==> src/rtl/mc_fifo_arbiter_pkg.sv <==
// Shared widths, defaults and response-FSM state encoding for mc_fifo_arbiter.
package mc_fifo_arbiter_pkg;

    localparam int DEF_NUM_MASTERS        = 4;
    localparam int DEF_ID_WIDTH           = 2;
    localparam int DEF_DATA_LINE_WIDTH    = 64;
    localparam int DEF_CONTROL_LINE_WIDTH = 6;
    localparam int DEF_MAX_OUTSTANDING    = 4;
    localparam int GRANT_CNT_WIDTH        = 16;

    typedef enum logic [1:0] {
        IDLE = 2'd0,
        RD   = 2'd1,
        CAP  = 2'd2,
        DLV  = 2'd3
    } resp_state_t;

endpackage

==> src/rtl/mc_fifo_arbiter_rr_arbiter.sv <==
// Round-robin arbiter: first requester at or above ptr (with wrap) wins.
// Latency: combinational. Backpressure: none; caller masks req to stall.
// Pointer ownership stays with the caller so it can decide when to advance.
module rr_arbiter #(
    parameter int NUM_MASTERS = 4,
    parameter int ID_WIDTH    = 2
) (
    input  logic [NUM_MASTERS-1:0] req,
    input  logic [ID_WIDTH-1:0]    ptr,
    output logic [NUM_MASTERS-1:0] gnt,
    output logic                   gnt_vld,
    output logic [ID_WIDTH-1:0]    gnt_idx
);

    logic [ID_WIDTH-1:0] cand;

    // NUM_MASTERS == 2**ID_WIDTH, so the ID_WIDTH-bit add wraps naturally.
    always_comb begin
        gnt_vld = 1'b0;
        gnt_idx = '0;
        cand    = '0;
        for (int i = 0; i < NUM_MASTERS; i++) begin
            cand = ptr + ID_WIDTH'(i);
            if (!gnt_vld && req[cand]) begin
                gnt_vld = 1'b1;
                gnt_idx = cand;
            end
        end
    end

    assign gnt = gnt_vld ? (NUM_MASTERS'(1) << gnt_idx) : '0;

endmodule

==> src/rtl/mc_fifo_arbiter.sv <==
// Shares one send-request / receive-response FIFO pair between NUM_MASTERS requesters.
// Latency: request grant combinational; response delivered 3 cycles after FIFO non-empty.
// Backpressure: grants stop on FIFO full or per-master outstanding limit; DLV holds until
// the owning master is ready. Optional grant counters under MC_FIFO_ARB_STATS_EN.
module mc_fifo_arbiter
    import mc_fifo_arbiter_pkg::*;
#(
    parameter int NUM_MASTERS        = DEF_NUM_MASTERS,
    parameter int ID_WIDTH           = DEF_ID_WIDTH,
    parameter int DATA_LINE_WIDTH    = DEF_DATA_LINE_WIDTH,
    parameter int CONTROL_LINE_WIDTH = DEF_CONTROL_LINE_WIDTH,
    parameter int MAX_OUTSTANDING    = DEF_MAX_OUTSTANDING,
    localparam int W                 = DATA_LINE_WIDTH + CONTROL_LINE_WIDTH
) (
    input  logic                     clk,
    input  logic                     rst_n,
    input  logic [NUM_MASTERS-1:0]   i_req_valid,
    input  logic [NUM_MASTERS*W-1:0] i_req_bits,
    output logic [NUM_MASTERS-1:0]   o_req_ready,
    output logic                     o_sreq_wen,
    output logic [W-1:0]             o_sreq_bits,
    input  logic                     i_sreq_fifo_full,
    output logic                     o_rresp_ren,
    input  logic [W-1:0]             i_rresp_bits,
    input  logic                     i_rresp_fifo_empty,
    output logic [NUM_MASTERS-1:0]   o_resp_valid,
    output logic [W-1:0]             o_resp_bits,
    input  logic [NUM_MASTERS-1:0]   i_resp_ready
`ifdef MC_FIFO_ARB_STATS_EN
    ,
    output logic [NUM_MASTERS*GRANT_CNT_WIDTH-1:0] o_grant_cnt
`endif
);

    localparam int CNT_W = $clog2(MAX_OUTSTANDING + 1);

    logic [ID_WIDTH-1:0]    rr_ptr_q;
    logic [CNT_W-1:0]       out_cnt_q [NUM_MASTERS];
    logic [NUM_MASTERS-1:0] eligible;
    logic [NUM_MASTERS-1:0] gnt;
    logic                   gnt_vld;
    logic [ID_WIDTH-1:0]    gnt_idx;
    logic [W-1:0]           sreq_word;

    resp_state_t            state_q, state_d;
    logic [W-1:0]           hold_q;
    logic [ID_WIDTH-1:0]    resp_id;
    logic [NUM_MASTERS-1:0] resp_hs;

    // Reset gating keeps the combinational grant path quiet while rst_n is low.
    always_comb begin
        eligible = '0;
        for (int m = 0; m < NUM_MASTERS; m++) begin
            eligible[m] = i_req_valid[m] && (out_cnt_q[m] < CNT_W'(MAX_OUTSTANDING));
        end
        if (i_sreq_fifo_full || !rst_n) begin
            eligible = '0;
        end
    end

    rr_arbiter #(
        .NUM_MASTERS (NUM_MASTERS),
        .ID_WIDTH    (ID_WIDTH)
    ) u_rr_arbiter (
        .req     (eligible),
        .ptr     (rr_ptr_q),
        .gnt     (gnt),
        .gnt_vld (gnt_vld),
        .gnt_idx (gnt_idx)
    );

    always_comb begin
        sreq_word = i_req_bits[gnt_idx*W +: W];
        sreq_word[DATA_LINE_WIDTH +: ID_WIDTH] = gnt_idx;
    end

    assign o_req_ready = gnt;
    assign o_sreq_wen  = gnt_vld;
    assign o_sreq_bits = sreq_word;

    always_ff @(posedge clk or negedge rst_n) begin
        if (!rst_n) begin
            rr_ptr_q <= '0;
        end else if (gnt_vld) begin
            rr_ptr_q <= gnt_idx + ID_WIDTH'(1);
        end
    end

    assign resp_id      = hold_q[DATA_LINE_WIDTH +: ID_WIDTH];
    assign o_rresp_ren  = (state_q == RD);
    assign o_resp_valid = (state_q == DLV) ? (NUM_MASTERS'(1) << resp_id) : '0;
    assign o_resp_bits  = hold_q;
    assign resp_hs      = o_resp_valid & i_resp_ready;

    always_ff @(posedge clk or negedge rst_n) begin
        if (!rst_n) begin
            state_q <= IDLE;
        end else begin
            state_q <= state_d;
        end
    end

    always_comb begin
        state_d = state_q;
        case (state_q)
            IDLE:    if (!i_rresp_fifo_empty) state_d = RD;
            RD:      state_d = CAP;
            CAP:     state_d = DLV;
            DLV:     if (i_resp_ready[resp_id]) state_d = IDLE;
            default: state_d = IDLE;
        endcase
    end

    // FIFO read data is valid the cycle after the read strobe, i.e. in CAP.
    always_ff @(posedge clk or negedge rst_n) begin
        if (!rst_n) begin
            hold_q <= '0;
        end else if (state_q == CAP) begin
            hold_q <= i_rresp_bits;
        end
    end

    // Responses to an idle master still deliver; the counter just floors at zero.
    always_ff @(posedge clk or negedge rst_n) begin
        if (!rst_n) begin
            for (int m = 0; m < NUM_MASTERS; m++) begin
                out_cnt_q[m] <= '0;
            end
        end else begin
            for (int m = 0; m < NUM_MASTERS; m++) begin
                if (gnt[m] && !resp_hs[m]) begin
                    out_cnt_q[m] <= out_cnt_q[m] + CNT_W'(1);
                end else if (!gnt[m] && resp_hs[m] && (out_cnt_q[m] != '0)) begin
                    out_cnt_q[m] <= out_cnt_q[m] - CNT_W'(1);
                end
            end
        end
    end

`ifdef MC_FIFO_ARB_STATS_EN
    logic [GRANT_CNT_WIDTH-1:0] grant_cnt_q [NUM_MASTERS];

    always_ff @(posedge clk or negedge rst_n) begin
        if (!rst_n) begin
            for (int m = 0; m < NUM_MASTERS; m++) begin
                grant_cnt_q[m] <= '0;
            end
        end else begin
            for (int m = 0; m < NUM_MASTERS; m++) begin
                if (gnt[m] && (grant_cnt_q[m] != '1)) begin
                    grant_cnt_q[m] <= grant_cnt_q[m] + GRANT_CNT_WIDTH'(1);
                end
            end
        end
    end

    for (genvar g = 0; g < NUM_MASTERS; g++) begin : g_grant_cnt
        assign o_grant_cnt[g*GRANT_CNT_WIDTH +: GRANT_CNT_WIDTH] = grant_cnt_q[g];
    end
`endif

endmodule

==> config.mk <==
export PLATFORM = sky130hd
export DESIGN_NAME = mc_fifo_arbiter
export DESIGN_NICKNAME = d
export VERILOG_FILES = /design/src/rtl/mc_fifo_arbiter_pkg.sv /design/src/rtl/mc_fifo_arbiter_rr_arbiter.sv /design/src/rtl/mc_fifo_arbiter.sv
export SDC_FILE = /design/constraint.sdc
export NUM_CORES = 1
export LEC_CHECK = 0
export ABC_AREA = 1
export CORE_AREA = 2 2 197 199
export DETAILED_ROUTE_END_ITERATION = 7
export DIE_AREA = 0 0 199 201
export SLEW_MARGIN = 20
export SYNTH_ARGS = -nofsm -noshare
export SYNTH_HDL_FRONTEND = slang
export SYNTH_SLANG_ARGS = --single-unit
==> constraint.sdc <==
create_clock -name clk -period 7.3 [get_ports clk]
set_input_delay 1.46 -clock clk [delete_from_list [all_inputs] [get_ports clk]]
set_output_delay 1.46 -clock clk [all_outputs]
set_load 0.005 [all_outputs]
==> summary.md, run 1 <==
| Metric | Value |
|---|---|
| Area delta synth->final | `90.9%` |
| Synth warn | `0` |
| Sequential fraction of the synthesis area | `between 30% and 40%` |
| LEAKAGE | `0.00511 uW` |
| Hold Path Sink | `o_resp_bits[27]` |
| Synth Net Count | `1091` |
| Largest area contributor in the netlist | `dfrtp_1` |
| Vias/cell | `4.07` |
| Final Hold Vio Count | `0` |
| DR DRC count | `0` |
| Pre-CTS setup slack | `784 ps` |
| Hold Crit Class | `reg2reg` |
| Worst skew pair latency | `around 340 ps` |
| Routed length per placed instance | `18.2 um` |
| Width of the chip | `199 um` |
| Crit path depth | `15` |
| CTS Hold Bufs | `0` |
| Reg2Reg Depth | `15` |
| Unrepaired setup endpoints after global routing | `false` |
| R2R setup slack | `3710 ps` |
| GRT Resource Usage Total | `15.1%` |
| Num rows | `between 70 and 80` |
| Starting Density | `16.8%` |
| CP max stage delay | `580 ps` |
| Slowest cell on crit path | `clkdlybuf4s50_1` |
| Hold Crit Depth | `1` |
| Overall power | `5240 uW` |
| Worst Max-Slew Pin Slew | `827 ps` |
| Final WS setup | `roughly 800 ps` |
| Post-cts resize count | `0` |
| Antenna violations before repair | `7` |
| Post-synth EDFFs | `0` |
| Router iterations before antenna repair | `4` |
| Critical Path End Type | `primary output` |
| First-pass GRT wire length | `45.4 mm` |
| Pwr/cell area | `roughly 430 mW/mm^2` |
| Port Buffers | `between 500 and 600` |
| Cell with the most instances after synthesis | `o21ai_1` |
| CORE AREA | `0.0381 sq mm` |
| Max Cap Viol | `0` |
| Largest net degree at the start of global routing | `66` |
| Status | `finished clean` |
| CTS clk-pin slew, worst paths | `60 ps` |
| Post-CTS Setup Inserts | `0` |
| Max-slew violation count | `0` |
| Crit Path Category | `in2out` |
| Yosys cell types | `36` |
| Worst Skew | `roughly 5.4 ps` |
| Hold path startpoint | `o_resp_bits[27]` |
| Total Wirelength | `31.5 mm` |
| Critical Path AT | `5040 ps` |
| Yosys top cell area share | `33.6%` |
| Initial DRC count | `203` |
| # fillers | `4042` |
| Placed cell area | `0.0119 sq mm` |
| Mapped Cells | `720` |
| Layout cell share with drive strength beyond 1 | `12.9%` |
| IO Pins | `512` |
| Syn Std Cell Area | `~0.0064 sq mm` |
| CTS buffer count | `9` |
| TritonCTS clock tree | `done` |
| Die area | `0.0400 sq mm` |
| DR vias | `7031` |
| Top cells by count, synth | `o21ai_1, dfrtp_1, mux2_2, mux2i_1, or2_1` |
| Top delay family on crit path | `buffers and inverters` |
| Tmin final | `between 6000 and 7000 ps` |
| Synthesized area per cell | `8.90 sq um` |
| WP buf/inv | `5` |
| Top cells by area, synth | `dfrtp_1, mux2_2, mux2i_1` |
| DPL Wire Length | `25.6 mm` |
| H-Tree Depth | `3` |
| Total negative slack | `0 ps` |
| Layout Nets | `1574` |
| Count of final setup violators | `0` |
| Req. time, crit path | `about 6000 ps` |
| Worst-path fanout max | `63` |
| Post-synthesis register bit count | `86` |
| Crit path launch | `i_req_valid[3]` |
| R2r endpoint | `out_cnt_q[8]` |
| Peak VDD IR | `approximately 0.25 mV` |
| Final Cycle Share | `89.1%` |
| Design area | `0.0122 sq mm` |
| Maximum clock path buffer count | `2` |
| CTS root buffer | `clkbuf_16` |
| Post-route ant nets | `0` |
| Top_reg_cell synth | `dfrtp_1` |
| Slew HR | `44.9%` |
| CP startpoint kind | `primary input` |
| Die Y | `201 um` |
| CP Cell Sequence | `clkdlybuf4s50_1 -> inv_1 -> nor2_1 -> nand3_1 -> nand3_1 -> nand2_2 -> nand2_1 -> nand2_1 -> nand2_2 -> nand2_4 -> inv_4 -> buf_4 -> o21ai_0 -> mux2i_1 -> clkdlybuf4s50_1` |
| Post-synth ARST share | `100%` |
| Vias in the first global route | `~7300` |
| Reg2reg start | `out_cnt_q[2]` |
| GP Congestion | `just over 0.8` |
| Total gr overflow | `0` |
| # clock sinks | `86` |
| Highest Clock Rate | `154 MHz` |
[flip-flops by register name (all words and copies together), names as in the netlist]
name / count
rr_ptr_q: 2
out_cnt_q: 12
o_resp_bits: 70
state_q: 2
[routing by layer]
layer  wire length (um)  vias up  GRT usage (%)
met2              14700      332           25.8
met3               3220       35           5.23
met5                 50        -              0
li1                   -     3425              -
met1              12400     3231           17.1
met4               1100        8           6.26
[area by class of cell]
class                   instances  area [sq um]  share of cell area, %
clock inverters                 4          53.8                  0.440
clock buffers                  12           267                   2.18
diodes                          2          5.00                 0.0409
repair buffers                517          5160                   42.2
flip-flops and latches         86          2150                   17.6
multi-input cells             560          3830                   31.3
inverters                      29           114                  0.931
well taps                     518           648                   5.30
[cell families after synthesis]
| logic type | synth area share (%) |
|---|---|
| DFF | 33.6 |
| AOI/OAI and AO/OA | 11.7 |
| xor gates and xnor gates | 0.664 |
| muxes | 22.6 |
| adders and majority gates | 2.23 |
| and+or+nand+nor | 22.6 |
| buffers and inverters | 6.62 |
[power breakdown]
group | internal (uW) | total, uW | switching [uW]
Clock | 294 | 487 | 193
Sequential | 732 | 901 | 169
Combinational | 2050 | 3850 | 1800
Total | 3080 | 5240 | 2160
[metrics by stage]
| stage | cells | hold WS (ps) | util [%] |
|---|---|---|---|
| after floorplan | 720 | 475 | - |
| after global placement | 1710 | 489 | 31.3 |
| after detailed placement | 1710 | 494 | 31.3 |
| after CTS | 1726 | 509 | 32.1 |
| after global routing | 1727 | 520 | 32.1 |
| final | 1728 | 504 | 32.1 |
[worst max-delay path by stage]
| stage | to | slack (ps) |
|---|---|---|
| 3_5_place_dp | o_sreq_bits[37] | 780 |
| 3_3_place_gp | o_sreq_bits[37] | 740 |
| 2_1_floorplan | o_sreq_bits[10] | 2880 |
| 6_report | o_sreq_bits[37] | 800 |
| 4_1_cts | o_sreq_bits[37] | 770 |
| 5_1_grt | o_sreq_bits[37] | 450 |
[cell usage in the layout, fill, tap and decap left out, drive strengths merged, types with 2 or more instances in the layout]
cell type      instances
o21ai                141
nand2                 67
mux2i                 68
clkdlybuf4s50        501
ha                     5
xor2                   3
mux2                  68
fa                     4
nor3                   7
diode                  2
nand4                  4
dfrtp                 86
clkinvlp               2
nor2                  18
nand3                 28
inv                   29
or2                  136
clkbuf                12
nand3b                 3
a21oi                  3
buf                   16
No activity file was read; power rests on OpenSTA's default activity.
==> run 2, diff against run 1 <==
--- a/config.mk
+++ b/config.mk
@@ -9,6 +9,7 @@
 export CORE_AREA = 2 2 197 199
 export DETAILED_ROUTE_END_ITERATION = 7
 export DIE_AREA = 0 0 199 201
+export MAX_ROUTING_LAYER = met4
 export SLEW_MARGIN = 20
 export SYNTH_ARGS = -nofsm -noshare
 export SYNTH_HDL_FRONTEND = slang
==> run 2 against run 1 <==
Compared with the run above: sequential share of layout area hardly changed; final cell count is 0.23% higher; die area did not move; clock-buffer cell count is the same; largest cell class unchanged.
==> summary.md, run 2 (same netlist as run 1, synthesis figures left out) <==
| Metric | Value |
|---|---|
| Width of the chip | `199 um (unchanged)` |
| Routed length per placed instance | `18.2 um (about the same)` |
| Most frequent cells in the layout | `clkdlybuf4s50_1, o21ai_1, dfrtp_1, mux2i_1, mux2_2` |
| Layout cell share with drive strength beyond 1 | `12.9% (unchanged)` |
| CP max stage delay | `570 ps (about the same)` |
| LEAKAGE | `0.00511 uW (about the same)` |
| Hold Crit Depth | `1 (unchanged)` |
| DPL Wire Length | `25.6 mm (unchanged)` |
| Highest Clock Rate | `153 MHz (-0.46%)` |
| Crit Path Category | `in2out` |
| Unrepaired setup endpoints after global routing | `false` |
| Post-CTS Setup Inserts | `0 (unchanged)` |
| R2r endpoint | `out_cnt_q[8]` |
| Max reg flops | `70 (unchanged)` |
| Reg area | `0.00215 sq mm (unchanged)` |
| Worst Max-Slew Pin Slew | `834 ps (+6.90 ps)` |
| TritonCTS clock tree | `done` |
| Peak VDD IR | `0.255 mV (+0.58%)` |
| Slew HR | `44.4% (-0.46 points)` |
| CTS Hold Bufs | `0 (unchanged)` |
| H-Tree Depth | `3 (unchanged)` |
| # fillers | `4039 (-0.074%)` |
| R2R setup slack | `3700 ps (about the same)` |
| Total Wirelength | `31.6 mm (+0.32%)` |
| CTS buffer count | `9 (unchanged)` |
| Reg2Reg Depth | `15 (unchanged)` |
| CP startpoint kind | `primary input` |
| DR DRC count | `0 (unchanged)` |
| CP Cell Sequence | `clkdlybuf4s50_1 -> inv_1 -> nor2_1 -> nand3_1 -> nand3_1 -> nand2_2 -> nand2_1 -> nand2_1 -> nand2_2 -> nand2_4 -> inv_4 -> buf_4 -> o21ai_1 -> mux2i_1 -> clkdlybuf4s50_1` |
| Total negative slack | `0 ps (unchanged)` |
| Layout Nets | `1574 (unchanged)` |
| Max Cap Viol | `0 (unchanged)` |
| Final Hold Vio Count | `0 (unchanged)` |
| Port Buffers | `503 (unchanged)` |
| CORE AREA | `0.0381 sq mm (unchanged)` |
| Count of final setup violators | `0 (unchanged)` |
| Post-cts resize count | `0 (unchanged)` |
| Max-slew violation count | `0 (unchanged)` |
| Worst-path fanout max | `63 (unchanged)` |
| Router iterations before antenna repair | `4 (unchanged)` |
| Hold Path Sink | `o_resp_bits[27]` |
| Slowest cell on crit path | `clkdlybuf4s50_1` |
| Final Cycle Share | `89.5% (+0.41 points)` |
| Most common cell after layout, fill and taps aside | `clkdlybuf4s50_1` |
| Multi-input logic area | `0.00383 sq mm (unchanged)` |
| GP Congestion | `0.826 (+1.5%)` |
| Num rows | `72 (unchanged)` |
| Antenna violations before repair | `7 (unchanged)` |
| CTS root buffer | `clkbuf_16` |
| Hold path startpoint | `o_resp_bits[27]` |
| Status | `finished clean` |
| Post-route ant nets | `0 (unchanged)` |
| IO Pins | `512 (unchanged)` |
| Dpl cells | `1710 (unchanged)` |
| Largest net degree at the start of global routing | `66 (unchanged)` |
| # clock sinks | `86 (unchanged)` |
| Fin cells | `1732 (+0.23%)` |
| Tmin final | `6530 ps (+29.8 ps)` |
| Critical Path AT | `5070 ps (+30 ps)` |
| Critical Path End Type | `primary output` |
| Reg2reg start | `out_cnt_q[2]` |
| First-pass GRT wire length | `45.2 mm (-0.46%)` |
| Maximum clock path buffer count | `2 (unchanged)` |
| Hold Crit Class | `reg2reg` |
| GRT Resource Usage Total | `15.6% (+0.47 points)` |
| Die area | `0.0400 sq mm (unchanged)` |
| Vias/cell | `4.07 (about the same)` |
| Initial DRC count | `210 (+3.4%)` |
| Worst Skew | `6.16 ps (+0.756 ps)` |
| Area delta synth->final | `91.1% (about the same)` |
| DR vias | `7053 (+0.31%)` |
| Worst skew pair latency | `350 ps (about the same)` |
| Total gr overflow | `0 (unchanged)` |
| Req. time, crit path | `5840 ps (about the same)` |
| Die Y | `201 um (unchanged)` |
| Vias in the first global route | `7393 (+0.97%)` |
| CTS clk-pin slew, worst paths | `70 ps (about the same)` |
| Pwr/cell area | `429 mW/mm^2 (+0.12%)` |
| Starting Density | `16.8% (unchanged)` |
==> run 2: cell count changes in the layout (fill, tap and decap cells not counted), sizes merged <==
cell / previous run / this run
diode: 2 / 6
==> run 2: how the worst max path moves through the flow <==
stage / endpoint / startpoint / depth (start not counted)
floorplan: o_sreq_bits[10] / rst_n / 11
global placement: o_sreq_bits[37] / i_req_valid[3] / 15
detailed placement: o_sreq_bits[37] / i_req_valid[3] / 15
CTS: o_sreq_bits[37] / i_req_valid[3] / 15
global route: o_sreq_bits[37] / i_req_valid[3] / 15
finish: o_sreq_bits[9] / i_req_valid[3] / 15
==> run 2: per-stage QoR <==
stage          hold WS (ps)  utilization (%)  area (sq um)  worst slack (ps)  power (uW)
2_1_floorplan           475                -          6410              2880        2850
3_3_place_gp            489             31.3         11900               737        4770
3_5_place_dp            494             31.3         11900               784        4790
4_1_cts                 509             32.1         12200               766        5340
5_1_grt                 520             32.1         12200               452        5660
6_report                504             32.1         12200               768        5250
==> run 2: worst max-delay path, delay by kind of cell <==
kind,cells,cell delay [ps]
multiplexers,1,260
buffers and inverters,5,1970
AND/OR/NAND/NOR,8,1240
AO/OA/AOI/OAI,1,100
==> run 2: final cells by class <==
type                       count  share of cell area, %
clock buffer                  12                   2.18
multi-input combinational    560                   31.3
antenna                        6                  0.123
clock inverter                 4                  0.439
inverter                      29                  0.930
timing repair buffer         517                   42.1
sequential                    86                   17.6
tap                          518                   5.29
==> run 2: routing by layer <==
metal | GRT usage [%] | up-vias | share of wire [%]
met5 | - | - | 0
met4 | 6.02 | 0 | 3.4
met3 | 4.40 | 26 | 8.6
met2 | 25.8 | 336 | 47
met1 | 17.8 | 3256 | 41
li1 | - | 3435 | -
==> run 2: power by group <==
group / internal, uW / switching (uW)
Combinational: 2050 / 1810
Sequential: 732 / 170
Clock: 294 / 196
